==> config.mk <==
export PLATFORM = sky130hd
export DESIGN_NAME = wordle_guess_engine_flat
export DESIGN_NICKNAME = d
export VERILOG_FILES = /design/src/rtl/wordle_guess_engine_if.sv /design/src/rtl/wordle_guess_engine.sv /design/src/flat_wrapper.sv
export SDC_FILE = /design/constraint.sdc
export NUM_CORES = 1
export LEC_CHECK = 0
export ABC_CLOCK_PERIOD_IN_PS = 13000
export BUFFER_PORTS_ARGS = -buffer_cell sky130_fd_sc_hd__buf_2
export CAP_MARGIN = 20
export CORE_ASPECT_RATIO = 1.75
export CORE_MARGIN = 3
export CORE_UTILIZATION = 35
export CTS_CLUSTER_DIAMETER = 30
export DETAILED_ROUTE_END_ITERATION = 10
export SYNTH_ARGS = -nofsm -noshare
export SYNTH_HDL_FRONTEND = slang
export SYNTH_SLANG_ARGS = --single-unit
==> constraint.sdc <==
create_clock -name board_clk -period 13 [get_ports board_clk]
set_input_delay 2.6 -clock board_clk [delete_from_list [all_inputs] [get_ports board_clk]]
set_output_delay 2.6 -clock board_clk [all_outputs]
set_load 0.02 [all_outputs]
==> src/rtl/wordle_guess_engine_if.sv <==
// Purpose : button / word / result bundle between the Wordle guess engine and
//           its surrounding board logic.
// Ports   : master drives the debounced buttons and the secret word;
//           slave (the engine) drives guess display, cursor, row, result and
//           status flags.
interface wordle_guess_engine_if;
  logic        btn_up;
  logic        btn_down;
  logic        btn_left;
  logic        btn_right;
  logic        btn_submit;
  logic [24:0] target_word;
  logic [24:0] guess_letters;
  logic [2:0]  cursor;
  logic [2:0]  row;
  logic [9:0]  result;
  logic        result_valid;
  logic [2:0]  result_row;
  logic        busy;
  logic        win;
  logic        lose;

  modport master (
    output btn_up, btn_down, btn_left, btn_right, btn_submit, target_word,
    input  guess_letters, cursor, row, result, result_valid, result_row,
           busy, win, lose
  );

  modport slave (
    input  btn_up, btn_down, btn_left, btn_right, btn_submit, target_word,
    output guess_letters, cursor, row, result, result_valid, result_row,
           busy, win, lose
  );
endinterface

==> src/rtl/wordle_guess_engine.sv <==
// Purpose : Wordle guess entry and evaluation engine. Letters are edited with
//           up/down/left/right buttons, submitted, then scored green/yellow/
//           gray against a latched secret word over seven cycles.
// Ports   : board_clk   - system clock, rising edge
//           reset       - asynchronous active-high reset
//           bus (slave) - buttons and target_word in; guess_letters, cursor,
//                         row, result, result_valid, result_row, busy, win,
//                         lose out (all registered)
module wordle_guess_engine (
  input  logic                  board_clk,
  input  logic                  reset,
  wordle_guess_engine_if.slave  bus
);

  localparam int unsigned LW         = 5;   // bits per letter
  localparam int unsigned NPOS       = 5;   // letters per word
  localparam int unsigned WW         = 25;  // word width
  localparam int unsigned RW         = 10;  // result width
  localparam logic [4:0]  MAX_LETTER = 5'd25;
  localparam logic [2:0]  LAST_POS   = 3'd4;
  localparam logic [2:0]  LAST_ROW   = 3'd5;

  localparam logic [1:0]  C_GREEN    = 2'b10;
  localparam logic [1:0]  C_YELLOW   = 2'b01;
  localparam logic [9:0]  ALL_GREEN  = 10'b10_10_10_10_10;

  localparam logic [2:0] S_INIT   = 3'd0;
  localparam logic [2:0] S_ENTRY  = 3'd1;
  localparam logic [2:0] S_EVAL_G = 3'd2;
  localparam logic [2:0] S_EVAL_Y = 3'd3;
  localparam logic [2:0] S_REPORT = 3'd4;
  localparam logic [2:0] S_WIN    = 3'd5;
  localparam logic [2:0] S_LOSE   = 3'd6;

  logic [2:0]      state_q, state_d;
  logic [WW-1:0]   letters_q, letters_d;
  logic [2:0]      cursor_q, cursor_d;
  logic [2:0]      row_q, row_d;
  logic [RW-1:0]   result_q, result_d;
  logic            result_valid_q, result_valid_d;
  logic [2:0]      result_row_q, result_row_d;
  logic            busy_q, busy_d;
  logic            win_q, win_d;
  logic            lose_q, lose_d;
  logic [WW-1:0]   target_q, target_d;
  logic [WW-1:0]   eval_guess_q, eval_guess_d;
  logic [RW-1:0]   eval_res_q, eval_res_d;
  logic [NPOS-1:0] used_q, used_d;
  logic [2:0]      idx_q, idx_d;

  logic [4:0]      cur_lsb;
  logic [4:0]      cur_letter;
  logic [4:0]      idx_lsb;
  logic [3:0]      res_lsb;
  logic [4:0]      guess_letter;
  logic            found;

  // Next-state, datapath and registered-output logic
  always_comb begin
    state_d        = state_q;
    letters_d      = letters_q;
    cursor_d       = cursor_q;
    row_d          = row_q;
    result_d       = result_q;
    result_valid_d = 1'b0;
    result_row_d   = result_row_q;
    target_d       = target_q;
    eval_guess_d   = eval_guess_q;
    eval_res_d     = eval_res_q;
    used_d         = used_q;
    idx_d          = idx_q;
    found          = 1'b0;
    cur_lsb        = 5'(cursor_q) * 5'(LW);
    cur_letter     = letters_q[cur_lsb +: LW];
    idx_lsb        = 5'(idx_q) * 5'(LW);
    res_lsb        = {idx_q, 1'b0};
    guess_letter   = eval_guess_q[idx_lsb +: LW];

    case (state_q)
      S_INIT: begin
        target_d     = bus.target_word;
        letters_d    = '0;
        cursor_d     = '0;
        row_d        = '0;
        result_d     = '0;
        result_row_d = '0;
        eval_res_d   = '0;
        used_d       = '0;
        idx_d        = '0;
        state_d      = S_ENTRY;
      end

      // One button per cycle: submit > up > down > left > right
      S_ENTRY: begin
        if (bus.btn_submit) begin
          eval_guess_d = letters_q;
          eval_res_d   = '0;
          used_d       = '0;
          idx_d        = '0;
          state_d      = S_EVAL_G;
        end else if (bus.btn_up) begin
          letters_d[cur_lsb +: LW] = (cur_letter == MAX_LETTER) ? 5'd0 : cur_letter + 5'd1;
        end else if (bus.btn_down) begin
          letters_d[cur_lsb +: LW] = (cur_letter == 5'd0) ? MAX_LETTER : cur_letter - 5'd1;
        end else if (bus.btn_left) begin
          if (cursor_q != 3'd0) cursor_d = cursor_q - 3'd1;
        end else if (bus.btn_right) begin
          if (cursor_q != LAST_POS) cursor_d = cursor_q + 3'd1;
        end
      end

      // Greens first so yellows can never claim a target letter a green owns
      S_EVAL_G: begin
        for (int i = 0; i < NPOS; i++) begin
          if (eval_guess_q[i*LW +: LW] == target_q[i*LW +: LW]) begin
            eval_res_d[i*2 +: 2] = C_GREEN;
            used_d[i]            = 1'b1;
          end
        end
        idx_d   = '0;
        state_d = S_EVAL_Y;
      end

      // One guess position per cycle; lowest unused matching target letter wins
      S_EVAL_Y: begin
        if (eval_res_q[res_lsb +: 2] != C_GREEN) begin
          for (int j = 0; j < NPOS; j++) begin
            if (!found && !used_q[j] && (target_q[j*LW +: LW] == guess_letter)) begin
              found     = 1'b1;
              used_d[j] = 1'b1;
            end
          end
          if (found) eval_res_d[res_lsb +: 2] = C_YELLOW;
        end
        if (idx_q == LAST_POS) begin
          result_d       = eval_res_d;
          result_row_d   = row_q;
          result_valid_d = 1'b1;
          state_d        = S_REPORT;
        end else begin
          idx_d = idx_q + 3'd1;
        end
      end

      S_REPORT: begin
        if (eval_res_q == ALL_GREEN) begin
          state_d = S_WIN;
        end else if (row_q == LAST_ROW) begin
          state_d = S_LOSE;
        end else begin
          row_d     = row_q + 3'd1;
          letters_d = '0;
          cursor_d  = '0;
          state_d   = S_ENTRY;
        end
      end

      S_WIN, S_LOSE: begin
        if (bus.btn_submit) state_d = S_INIT;
      end

      default: state_d = S_INIT;
    endcase

    // Status flags track the state being entered so they align with it
    busy_d = (state_d == S_EVAL_G) || (state_d == S_EVAL_Y) || (state_d == S_REPORT);
    win_d  = (state_d == S_WIN);
    lose_d = (state_d == S_LOSE);
  end

  // State and output registers
  always_ff @(posedge board_clk or posedge reset) begin
    if (reset) begin
      state_q        <= S_INIT;
      letters_q      <= '0;
      cursor_q       <= '0;
      row_q          <= '0;
      result_q       <= '0;
      result_valid_q <= 1'b0;
      result_row_q   <= '0;
      busy_q         <= 1'b0;
      win_q          <= 1'b0;
      lose_q         <= 1'b0;
      target_q       <= '0;
      eval_guess_q   <= '0;
      eval_res_q     <= '0;
      used_q         <= '0;
      idx_q          <= '0;
    end else begin
      state_q        <= state_d;
      letters_q      <= letters_d;
      cursor_q       <= cursor_d;
      row_q          <= row_d;
      result_q       <= result_d;
      result_valid_q <= result_valid_d;
      result_row_q   <= result_row_d;
      busy_q         <= busy_d;
      win_q          <= win_d;
      lose_q         <= lose_d;
      target_q       <= target_d;
      eval_guess_q   <= eval_guess_d;
      eval_res_q     <= eval_res_d;
      used_q         <= used_d;
      idx_q          <= idx_d;
    end
  end

  assign bus.guess_letters = letters_q;
  assign bus.cursor        = cursor_q;
  assign bus.row           = row_q;
  assign bus.result        = result_q;
  assign bus.result_valid  = result_valid_q;
  assign bus.result_row    = result_row_q;
  assign bus.busy          = busy_q;
  assign bus.win           = win_q;
  assign bus.lose          = lose_q;

endmodule

==> src/flat_wrapper.sv <==
// flat-port wrapper written by rule: the top's interface ports become plain ports
module wordle_guess_engine_flat 
  (board_clk, reset, bus_btn_up, bus_btn_down, bus_btn_left, bus_btn_right, bus_btn_submit, bus_target_word, bus_guess_letters, bus_cursor, bus_row, bus_result, bus_result_valid, bus_result_row, bus_busy, bus_win, bus_lose);
  wordle_guess_engine_if bus_i ();
  input  logic board_clk;
  input  logic reset;
  input wire logic [$bits(bus_i.btn_up)-1:0] bus_btn_up;
  input wire logic [$bits(bus_i.btn_down)-1:0] bus_btn_down;
  input wire logic [$bits(bus_i.btn_left)-1:0] bus_btn_left;
  input wire logic [$bits(bus_i.btn_right)-1:0] bus_btn_right;
  input wire logic [$bits(bus_i.btn_submit)-1:0] bus_btn_submit;
  input wire logic [$bits(bus_i.target_word)-1:0] bus_target_word;
  output wire logic [$bits(bus_i.guess_letters)-1:0] bus_guess_letters;
  output wire logic [$bits(bus_i.cursor)-1:0] bus_cursor;
  output wire logic [$bits(bus_i.row)-1:0] bus_row;
  output wire logic [$bits(bus_i.result)-1:0] bus_result;
  output wire logic [$bits(bus_i.result_valid)-1:0] bus_result_valid;
  output wire logic [$bits(bus_i.result_row)-1:0] bus_result_row;
  output wire logic [$bits(bus_i.busy)-1:0] bus_busy;
  output wire logic [$bits(bus_i.win)-1:0] bus_win;
  output wire logic [$bits(bus_i.lose)-1:0] bus_lose;
  assign bus_i.btn_up = bus_btn_up;
  assign bus_i.btn_down = bus_btn_down;
  assign bus_i.btn_left = bus_btn_left;
  assign bus_i.btn_right = bus_btn_right;
  assign bus_i.btn_submit = bus_btn_submit;
  assign bus_i.target_word = bus_target_word;
  assign bus_guess_letters = bus_i.guess_letters;
  assign bus_cursor = bus_i.cursor;
  assign bus_row = bus_i.row;
  assign bus_result = bus_i.result;
  assign bus_result_valid = bus_i.result_valid;
  assign bus_result_row = bus_i.result_row;
  assign bus_busy = bus_i.busy;
  assign bus_win = bus_i.win;
  assign bus_lose = bus_i.lose;
  wordle_guess_engine u_core (.board_clk(board_clk), .reset(reset), .bus(bus_i));
endmodule
* Yosys cells after proc, flatten, opt, wreduce, memory -nomap -nowiden
Index checks and enable logic that the tools add are counted.
** Operators by class
- $add $sub $neg :: 8
- $mul :: 2
- Div/mod/pow operators :: 0
- Order comparisons :: 0
- Eq/ne operators :: 50
- Shift operators :: 8
- Muxes and demuxes :: 76
- Bitwise operators :: 0
- Reduce and logical (&&, ||, !) cells :: 46
** Operators by type and width (count)
- $mux 25 :: 5
- $pmux 25 s3 :: 1
- $mux 3 :: 19
- $bwmux 25 :: 2
- $eq 5x5->1 :: 10
- $shiftx 25x6->5 :: 2
- $shiftx 5x7->25 :: 2
- $mux 10 :: 4
- $pmux 10 s4 :: 1
- $reduce_and 5->1 :: 6
- $mux 1 :: 27
- $shift 5x7->25 const A :: 1
- $eq 3x3->1 const B :: 8
- $ne 2x1->1 const B :: 12
- $reduce_and 3->1 :: 7
- $mux 5 :: 4
- $pmux 10 s2 :: 1
- $pmux 5 s4 :: 1
- $pmux 3 s3 :: 2
- $pmux 3 s6 :: 1
- $ne 2x2->1 const B :: 8
- $eq 3x2->1 const B :: 4
- $pmux 3 s2 :: 2
- $bwmux 10 :: 1
- 27 further kinds :: 59
** Word-level totals
- Flip-flop bits (word level) :: 119
- Bits in latches :: 0
- Bits in writable memories :: 0
- ROM bits :: 0
- Output and inout port bits :: 48
- Memories :: 0

* Depth between registers and ports, before layout
Gate-level depths: netlist of the first run.
- Depth after elaboration :: 35
- Gate-level depth with buffers :: 18

* Worst setup path before layout of the first run
OpenSTA, ideal clock, no wires.
- Kind :: register to register
- Start point :: register u_core.cursor_q[0], in the netlist u_core.bus.cursor[0]
- End point :: register u_core.letters_q[13], in the netlist u_core.bus.guess_letters[13]
- Setup time :: 0.083 ns
- Arrival time :: 4.291 ns
- Required time :: 12.917 ns
- Setup slack :: 8.626 ns
- Cell stages (with the launch flop) :: 17
- Path buffers :: 2
- Cell sequence :: dfrtp_1 -> ha_1 -> ha_1 -> clkbuf_1 -> buf_1 -> nand2b_1 -> o32ai_1 -> or2_2 -> inv_1 -> ha_1 -> inv_1 -> or4_1 -> o311ai_2 -> mux2_2 -> a221oi_1 -> a211o_1 -> o21ai_0
** On the way
- Word-level cells in the longest chain between the ends :: 10
- Elaborated cells on any way between the ends :: 18
** Ends and longest elaborated chain
- start: declaration :: line wordle_guess_engine.sv:37 : logic [2:0] cursor_q, cursor_d;
- start signal: assignment :: line wordle_guess_engine.sv:192 : cursor_q <= cursor_d;
- $mul 3x3->5 (*) :: line wordle_guess_engine.sv:73 : cur_lsb = 5'(cursor_q) * 5'(LW);
- $shiftx 25x6->5 :: line wordle_guess_engine.sv:74 : cur_letter = letters_q[cur_lsb +: LW];
- $sub 5x1->5 or $logic_not 5->1 (tied branches) :: line wordle_guess_engine.sv:104 : letters_d[cur_lsb +: LW] = (cur_letter == 5'd0) ? MAX_LETTER : cur_letter - 5'd1;
- $mux 5 :: line wordle_guess_engine.sv:104
- $shiftx 5x7->25 :: line wordle_guess_engine.sv:104
- $bwmux 25 :: line wordle_guess_engine.sv:104
- $mux 25 :: line wordle_guess_engine.sv:103 : end else if (bus.btn_down) begin
- $mux 25 (*) :: line wordle_guess_engine.sv:101 : end else if (bus.btn_up) begin
- $mux 25 (*) :: line wordle_guess_engine.sv:95 : if (bus.btn_submit) begin
- $pmux 25 s3 (*) :: line wordle_guess_engine.sv:79 : case (state_q)
- end signal: assignment :: line wordle_guess_engine.sv:191 : letters_q <= letters_d;
- end: declaration :: line wordle_guess_engine.sv:36 : logic [WW-1:0] letters_q, letters_d;
Mark *: on every way between the ends. The rest lies on a longest branch, timed or not. The select of a mux whose other input is x is not followed.
A chain may end at the register's enable or synchronous reset.

* Final worst setup path of the first run
- Start point :: register u_core.cursor_q[0], in the netlist u_core.bus.cursor[0]
- End point :: register u_core.letters_q[3], in the netlist u_core.bus.guess_letters[3]
Same word-level chain as after synthesis.

==> flow_metrics.tcl, run 1 <==
set metrics [dict create \
    drv_cap 0 \
    reg2reg_slack_ns 7.35 \
    post_cts_resize_count 0 \
    clock_tree_from_tritoncts "done" \
    crit_path_start "u_core.bus.cursor[0]" \
    grt_antenna_before_repair 0 \
    postLayoutCoreUtil_pct 40.3 \
    post-route-worst-setup-slack_ns 7.35 \
    critPathCaptureType "register" \
    clk_lat_worst_skew_ns 0.43 \
    preCtsSetupSlack_ns 7.51 \
    finish.net_count 1252 \
    h-tree-depth 4 \
    placementRows 80 \
    drt-pass1-iter-count 6 \
    critical_path_class "reg2reg" \
    floorplan.die.height_um 228 \
    dp_hpwl_um 28400 \
    final_cell_area_mm2 0.0111 \
    worstReg2RegEnd "u_core.bus.guess_letters[3]" \
    path_max_fanout 53 \
    area_after_dpl_mm2 0.0105 \
    worst_slew_pin_slew_ns 1.11 \
    post-route-drc-count 0 \
    unrepaired_setup_endpoints_after_global_routing "no" \
    global_route.usage.total_pct 24.1 \
    post_synth_instance_area_mm2 0.00989 \
    grt_pass1_wl_um 57000 \
    timing.slew.headroom_pct 26.3 \
    detail-route-antenna-nets 0 \
    cp_data_arrival_time_ns 5.97 \
    grt_max_degree 69 \
    routed_wirelength_um 37300 \
    mapped_cells 1155 \
    cp_top_family "compound AO/OA/AOI/OAI gates" \
    first_global_vias 9800 \
    initial_utilization_pct 35.9 \
    synth.avg_cell_area_um2 8.56 \
    io_pins 80 \
    finalMaxSlewViolations 0 \
    regToRegStartpoint "u_core.bus.cursor[0]" \
    setup_violations 0 \
    setup_total_negative_slack_ns 0 \
    final_weighted_congestion_in_routability_driven_placement 0.978 \
    cts_inserted_buffers 17 \
    area_growth_syn_to_layout_pct 12.2 \
    die_x_um 133 \
    cts.root.buffer_cell "sky130_fd_sc_hd__clkbuf_16" \
    drive_above_1_share_pct 17.5 \
    cp.required_ns 13.32 \
    final_layout_worst_hold_slack_ns 0.477 \
    crit_chain "buf_4 -> ha_1 -> mux4_2 -> mux2_2 -> o32ai_1 -> or2_2 -> inv_1 -> ha_1 -> o311ai_2 -> mux2i_1 -> nor3_1 -> a31oi_1 -> o311ai_0" \
    ff2ff_path_depth 13 \
    main_synth_ff_type "sky130_fd_sc_hd__dfrtp_1" \
    skew_ns 0.0107 \
    core_area_mm2 0.0275 \
    status "completed" \
    antenna_cells_inserted 0 \
    initialDrtViolationCount 946 \
    power_density_mw_per_mm2 306 \
    max-clock-path-buffers 2 \
    timing.critical_path.depth 13 \
    ys_types 85 \
    synth_warnings 0 \
    min-delay-path-class "reg2reg" \
    clock.fmax_ghz 0.177 \
    cp-endpoint "u_core.bus.guess_letters[3]" \
    worst_ir_drop_vdd_mv 0.121 \
    critical_path.startpoint_type "register" \
    postCtsHoldBufs 0 \
    syn_nets 1210 \
    layout_min_cycle_time_ns 5.65 \
    cts.reportedPaths.clkPinSlew_ns 0.06 \
    fin_crit_sh_pct 43.5 \
    leakagePower_nw 4.73 \
    area_of_the_die_mm2 0.0304 \
    critical-path-top-cell-by-count "sky130_fd_sc_hd__ha_1" \
    crit_buf_inv 2 \
    detail_route.wl_per_cell_um 23.6 \
    clock_sinks 119 \
    vias_per_cell 6.12 \
    synth.yosys.seq_area_share_pct 30.1 \
    critical_path.max_stage_delay_ns 0.89 \
    postSynthRegisterBits 119 \
    cts_post_setup_buffers_inserted 0 \
    globalRouteOverflowTotal 0 \
    synth_enable_flop_cells 0 \
    fillerInstances 2861 \
    critical_path.slowest_cell "sky130_fd_sc_hd__ha_1" \
    fraction_of_registers_with_async_set_reset_pct 100 \
    finalHoldViolCount 0 \
    place.port_buffers 79 \
    dr_total_vias 9656 \
]
layer usage:
layer	up-vias	GRT usage, %	routed length [um]
li1	4407	-	-
met1	4720	24.0	12700
met2	397	45.1	20100
met3	132	2.58	1470
met4	0	18.3	3050
met5	-	0	0
worst reg2reg max path: stages, from the launching register on:
cell	delay, ns
sky130_fd_sc_hd__dfrtp_2	0.34
sky130_fd_sc_hd__buf_4	0.55
sky130_fd_sc_hd__ha_1	0.91
sky130_fd_sc_hd__mux4_2	0.62
sky130_fd_sc_hd__mux2_2	0.27
sky130_fd_sc_hd__o32ai_1	0.28
sky130_fd_sc_hd__or2_2	0.24
sky130_fd_sc_hd__inv_1	0.12
sky130_fd_sc_hd__ha_1	0.29
sky130_fd_sc_hd__o311ai_2	0.84
sky130_fd_sc_hd__mux2i_1	0.40
sky130_fd_sc_hd__nor3_1	0.24
sky130_fd_sc_hd__a31oi_1	0.10
sky130_fd_sc_hd__o311ai_0	0.35
worst min path at each step:
stage / start / to / slack, ns / depth (start not counted)
2_1_floorplan: u_core.used_q[1] / u_core.used_q[1] / 0.46 / 1
3_3_place_gp: u_core.bus.result_row[0] / u_core.bus.result_row[0] / 0.46 / 2
3_5_place_dp: u_core.bus.result_row[2] / u_core.bus.result_row[2] / 0.47 / 2
4_1_cts: u_core.bus.result_row[2] / u_core.bus.result_row[2] / 0.48 / 2
5_1_grt: u_core.bus.result_row[0] / u_core.bus.result_row[0] / 0.52 / 2
6_report: u_core.bus.result_row[2] / u_core.bus.result_row[2] / 0.48 / 2
cells by family after synthesis:
family | count (synthesis) | share of synthesized area (%)
buffers and inverters | 101 | 4.62
XOR/XNOR | 53 | 4.70
AO/OA/AOI/OAI | 308 | 21.1
adder cells (fa/ha/maj) | 23 | 2.99
flip-flops | 119 | 30.1
multiplexers | 122 | 15.6
AND/OR/NAND/NOR | 429 | 20.9
power breakdown:
| part | switching (mW) | total (mW) | leakage (nW) | internal (mW) |
|---|---|---|---|---|
| combinational | 1.56 | 2.32 | 2.90 | 0.766 |
| sequential | 0.155 | 0.622 | 1.56 | 0.467 |
| clock | 0.187 | 0.451 | 0.267 | 0.263 |
| total | 1.90 | 3.40 | 4.73 | 1.50 |
cells in the mapped netlist (12+ instances only):
cell                         n  area (um^2)
sky130_fd_sc_hd__inv_1      27          101
sky130_fd_sc_hd__xor2_1     20          175
sky130_fd_sc_hd__clkbuf_1   42          158
sky130_fd_sc_hd__xnor2_1    33          289
sky130_fd_sc_hd__o21ai_0    70          350
sky130_fd_sc_hd__ha_1       22          275
sky130_fd_sc_hd__o22ai_1    17          106
sky130_fd_sc_hd__nand2_1   166          623
sky130_fd_sc_hd__or4_1      13         97.6
sky130_fd_sc_hd__dfrtp_1   119         2980
sky130_fd_sc_hd__nand3_1    39          195
sky130_fd_sc_hd__o31ai_1    23          173
sky130_fd_sc_hd__mux2i_1    64          641
sky130_fd_sc_hd__a211oi_1   12         90.1
sky130_fd_sc_hd__buf_2      15         75.1
sky130_fd_sc_hd__nor3_1     35          175
sky130_fd_sc_hd__mux2_2     36          405
sky130_fd_sc_hd__a21oi_1    62          310
sky130_fd_sc_hd__nand2b_1   14         87.6
sky130_fd_sc_hd__a31oi_1    13         81.3
sky130_fd_sc_hd__mux4_2     22          495
sky130_fd_sc_hd__nor2_1     82          308
cell type report:
class	instances	area (um^2)	area share [%]
Timing Repair Buffer	95	515	4.65
Clock buffer	18	429	3.87
Sequential cell	119	2980	26.9
Tap cell	369	462	4.16
Inverter	29	111	1.00
Clock inverter	14	125	1.13
Multi-Input combinational cell	935	6470	58.3
sequential cells by signal, summed over array words and instances, names as in the netlist, 3 cells and up:
signal and count:
u_core.bus.cursor 3, u_core.bus.guess_letters 25, u_core.bus.result 10, u_core.bus.result_row 3, u_core.bus.row 3, u_core.eval_guess_q 25, u_core.eval_res_q 10, u_core.idx_q 3
u_core.state_q 3, u_core.target_q 25, u_core.used_q 5
placed cells by master, fill, tap and decap left out, types with 33 or more instances in the layout:
| cell | Yosys | layout |
|---|---|---|
| sky130_fd_sc_hd__nor3_1 | 35 | 34 |
| sky130_fd_sc_hd__mux2_2 | 36 | 36 |
| sky130_fd_sc_hd__a21oi_1 | 62 | 62 |
| sky130_fd_sc_hd__mux2i_1 | 64 | 64 |
| sky130_fd_sc_hd__nor2_1 | 82 | 82 |
| sky130_fd_sc_hd__nand2_1 | 166 | 166 |
| sky130_fd_sc_hd__buf_2 | 15 | 79 |
| sky130_fd_sc_hd__xnor2_1 | 33 | 33 |
| sky130_fd_sc_hd__nand3_1 | 39 | 39 |
| sky130_fd_sc_hd__o21ai_0 | 70 | 70 |
| sky130_fd_sc_hd__dfrtp_1 | 119 | 117 |
per-stage QoR:
step                      instances  power, mW
after floorplan                1155       2.24
after global placement         1546       2.89
after detailed placement       1546       2.89
after CTS                      1578       3.35
after global routing           1579       3.60
final                          1579       3.40
Power figures use the tool's default switching activity.
==> run 2: changes to the inputs <==
ABC_CLOCK_PERIOD_IN_PS = 4910   (was 13000)
clock period = 4.91 ns   (was 13 ns; I/O delays follow)
==> flow_metrics.tcl, run 2 (synthesis results as in run 1) <==
set metrics [dict create \
    worst_hold_startpoint "u_core.bus.result_row[2]" \
    max-clock-path-buffers 2 \
    critical_path.startpoint_type "register" \
    finalHoldViolCount 0 \
    area_growth_syn_to_layout_pct 18.8 \
    clock_sinks 119 \
    dr_total_vias 10000 \
    io_pins 80 \
    crit_chain "ha_1 -> ha_1 -> nor2_1 -> buf_4 -> a221oi_1 -> a221o_1 -> inv_1 -> ha_1 -> buf_4 -> o311ai_2 -> mux2i_1 -> o41ai_1 -> nand3_1 -> o31ai_1" \
    leakagePower_nw 5.15 \
    detail_route.wl_per_cell_um 24.1 \
    place.port_buffers 79 \
    most-common-layout-cells "sky130_fd_sc_hd__nand2_1 (166), sky130_fd_sc_hd__dfrtp_1 (117), sky130_fd_sc_hd__buf_4 (90)" \
    cp_data_arrival_time_ns 5.15 \
    cts_inserted_buffers 17 \
    global_route.usage.total_pct 25.9 \
    h-tree-depth 4 \
    gr-usage-met3_pct 3.37 \
    preCtsSetupSlack_ns 0.154 \
    hold-path-cell-count 2 \
    min-delay-path-class "reg2reg" \
    setup_violations 0 \
    grt_max_degree 51 \
    path_max_fanout 9 \
    post-route-worst-setup-slack_ns 0.0948 \
    critical_path.max_stage_delay_ns 0.63 \
    unrepaired_setup_endpoints_after_global_routing "no" \
    grt_antenna_before_repair 0 \
    final_common_cell "sky130_fd_sc_hd__nand2_1" \
    dp_hpwl_um 31200 \
    power_density_mw_per_mm2 850 \
    timing.slew.headroom_pct 32.4 \
    crit_buf_inv 3 \
    detail-route-antenna-nets 0 \
    worst_ir_drop_vdd_mv 0.411 \
    regToRegStartpoint "u_core.bus.cursor[0]" \
    floorplan.die.height_um 228 \
    first_global_vias 10000 \
    postCtsHoldBufs 0 \
    cts.root.buffer_cell "sky130_fd_sc_hd__clkbuf_16" \
    fin_crit_sh_pct 98.1 \
    global_route.usage.met1_pct 24.6 \
    cts.reportedPaths.clkPinSlew_ns 0.06 \
    critical-path-top-cell-by-count "sky130_fd_sc_hd__ha_1" \
    cp_top_family "compound AO/OA/AOI/OAI gates" \
    cp.required_ns 5.24 \
    grt-busiest-layer "met2" \
    status "completed" \
    die_x_um 133 \
    drv_cap 0 \
    critPathCaptureType "register" \
    initial_utilization_pct 35.9 \
    core_area_mm2 0.0275 \
    globalRouteOverflowTotal 0 \
    placementRows 80 \
    skew_ns 0.00936 \
    timing.critical_path.depth 14 \
    critical_path_class "reg2reg" \
    cp-endpoint "u_core.bus.guess_letters[12]" \
    antenna_cells_inserted 0 \
    post-route-drc-count 0 \
    clk_lat_worst_skew_ns 0.44 \
    crit_path_start "u_core.bus.cursor[0]" \
    ff2ff_path_depth 14 \
    grt_pass1_wl_um 60100 \
    routed_wirelength_um 39800 \
    reg2reg_slack_ns 0.09 \
    worstReg2RegEnd "u_core.bus.guess_letters[12]" \
    setup_total_negative_slack_ns 0 \
    final_layout_worst_hold_slack_ns 0.483 \
    layout_min_cycle_time_ns 4.82 \
    critical_path.slowest_cell "sky130_fd_sc_hd__a221oi_1" \
    area_of_the_die_mm2 0.0304 \
    worst_slew_pin_slew_ns 1.01 \
    initialDrtViolationCount 1006 \
    cts_post_setup_buffers_inserted 0 \
    drive_above_1_share_pct 22.3 \
    clock_tree_from_tritoncts "done" \
    finalMaxSlewViolations 0 \
    finish.net_count 1329 \
    grtUsageMet2_pct 48.6 \
    clock.fmax_ghz 0.208 \
    final_weighted_congestion_in_routability_driven_placement 1.01 \
    vias_per_cell 6.06 \
    drt-pass1-iter-count 8 \
]
## run 2: how the worst min path moves through the flow
stage	slack [ns]	endpoint
2_1_floorplan	0.46	u_core.used_q[1]
3_3_place_gp	0.46	u_core.bus.result_row[2]
3_5_place_dp	0.47	u_core.bus.result_row[2]
4_1_cts	0.49	u_core.bus.result_row[2]
5_1_grt	0.52	u_core.bus.result[5]
6_report	0.48	u_core.bus.result_row[2]
## run 2: metrics by stage
step / util, % / cell area (um^2) / total power, mW / cells
floorplan: - / 9890 / 5.92 / 1155
global placement: 40.3 / 11100 / 8.49 / 1620
detailed placement: 40.3 / 11100 / 8.49 / 1621
CTS: 42.5 / 11700 / 9.82 / 1652
global route: 42.7 / 11700 / 10.5 / 1655
finish: 42.7 / 11700 / 9.98 / 1655
## run 2: cell type report
cell class,count,area [um^2]
flip-flops and latches,119,2980
repair buffers,172,1120
clock inverters,7,92.6
well taps,369,462
clock buffers,24,512
multi-input cells,935,6460
inverters,29,111
fillers,2819,15800
## run 2: timing repair
action | 4_1_cts | 5_1_grt
resized for setup | 0 | 1
endpoints found under the setup margin | 0 | 1
endpoints found under the hold margin | 0 | 0
## run 2: layer usage
layer / up-vias / share of wire, %
li1: 4546 / -
met1: 4867 / 32
met2: 446 / 54
met3: 170 / 4.1
met4: 0 / 10
met5: - / 0
## run 2: power by group
group	total, mW	switching (mW)	leakage [nW]	internal (mW)
sequential	1.57	0.336	1.56	1.24
clock	1.28	0.459	0.290	0.822
combinational	7.12	4.49	3.29	2.63
total	9.98	5.29	5.15	4.69
## run 2: tightest hold or removal path, stage by stage, from the launching register on
cell	delay [ns]
sky130_fd_sc_hd__dfrtp_1	0.34
sky130_fd_sc_hd__nand2_1	0.04
sky130_fd_sc_hd__o21ai_0	0.06
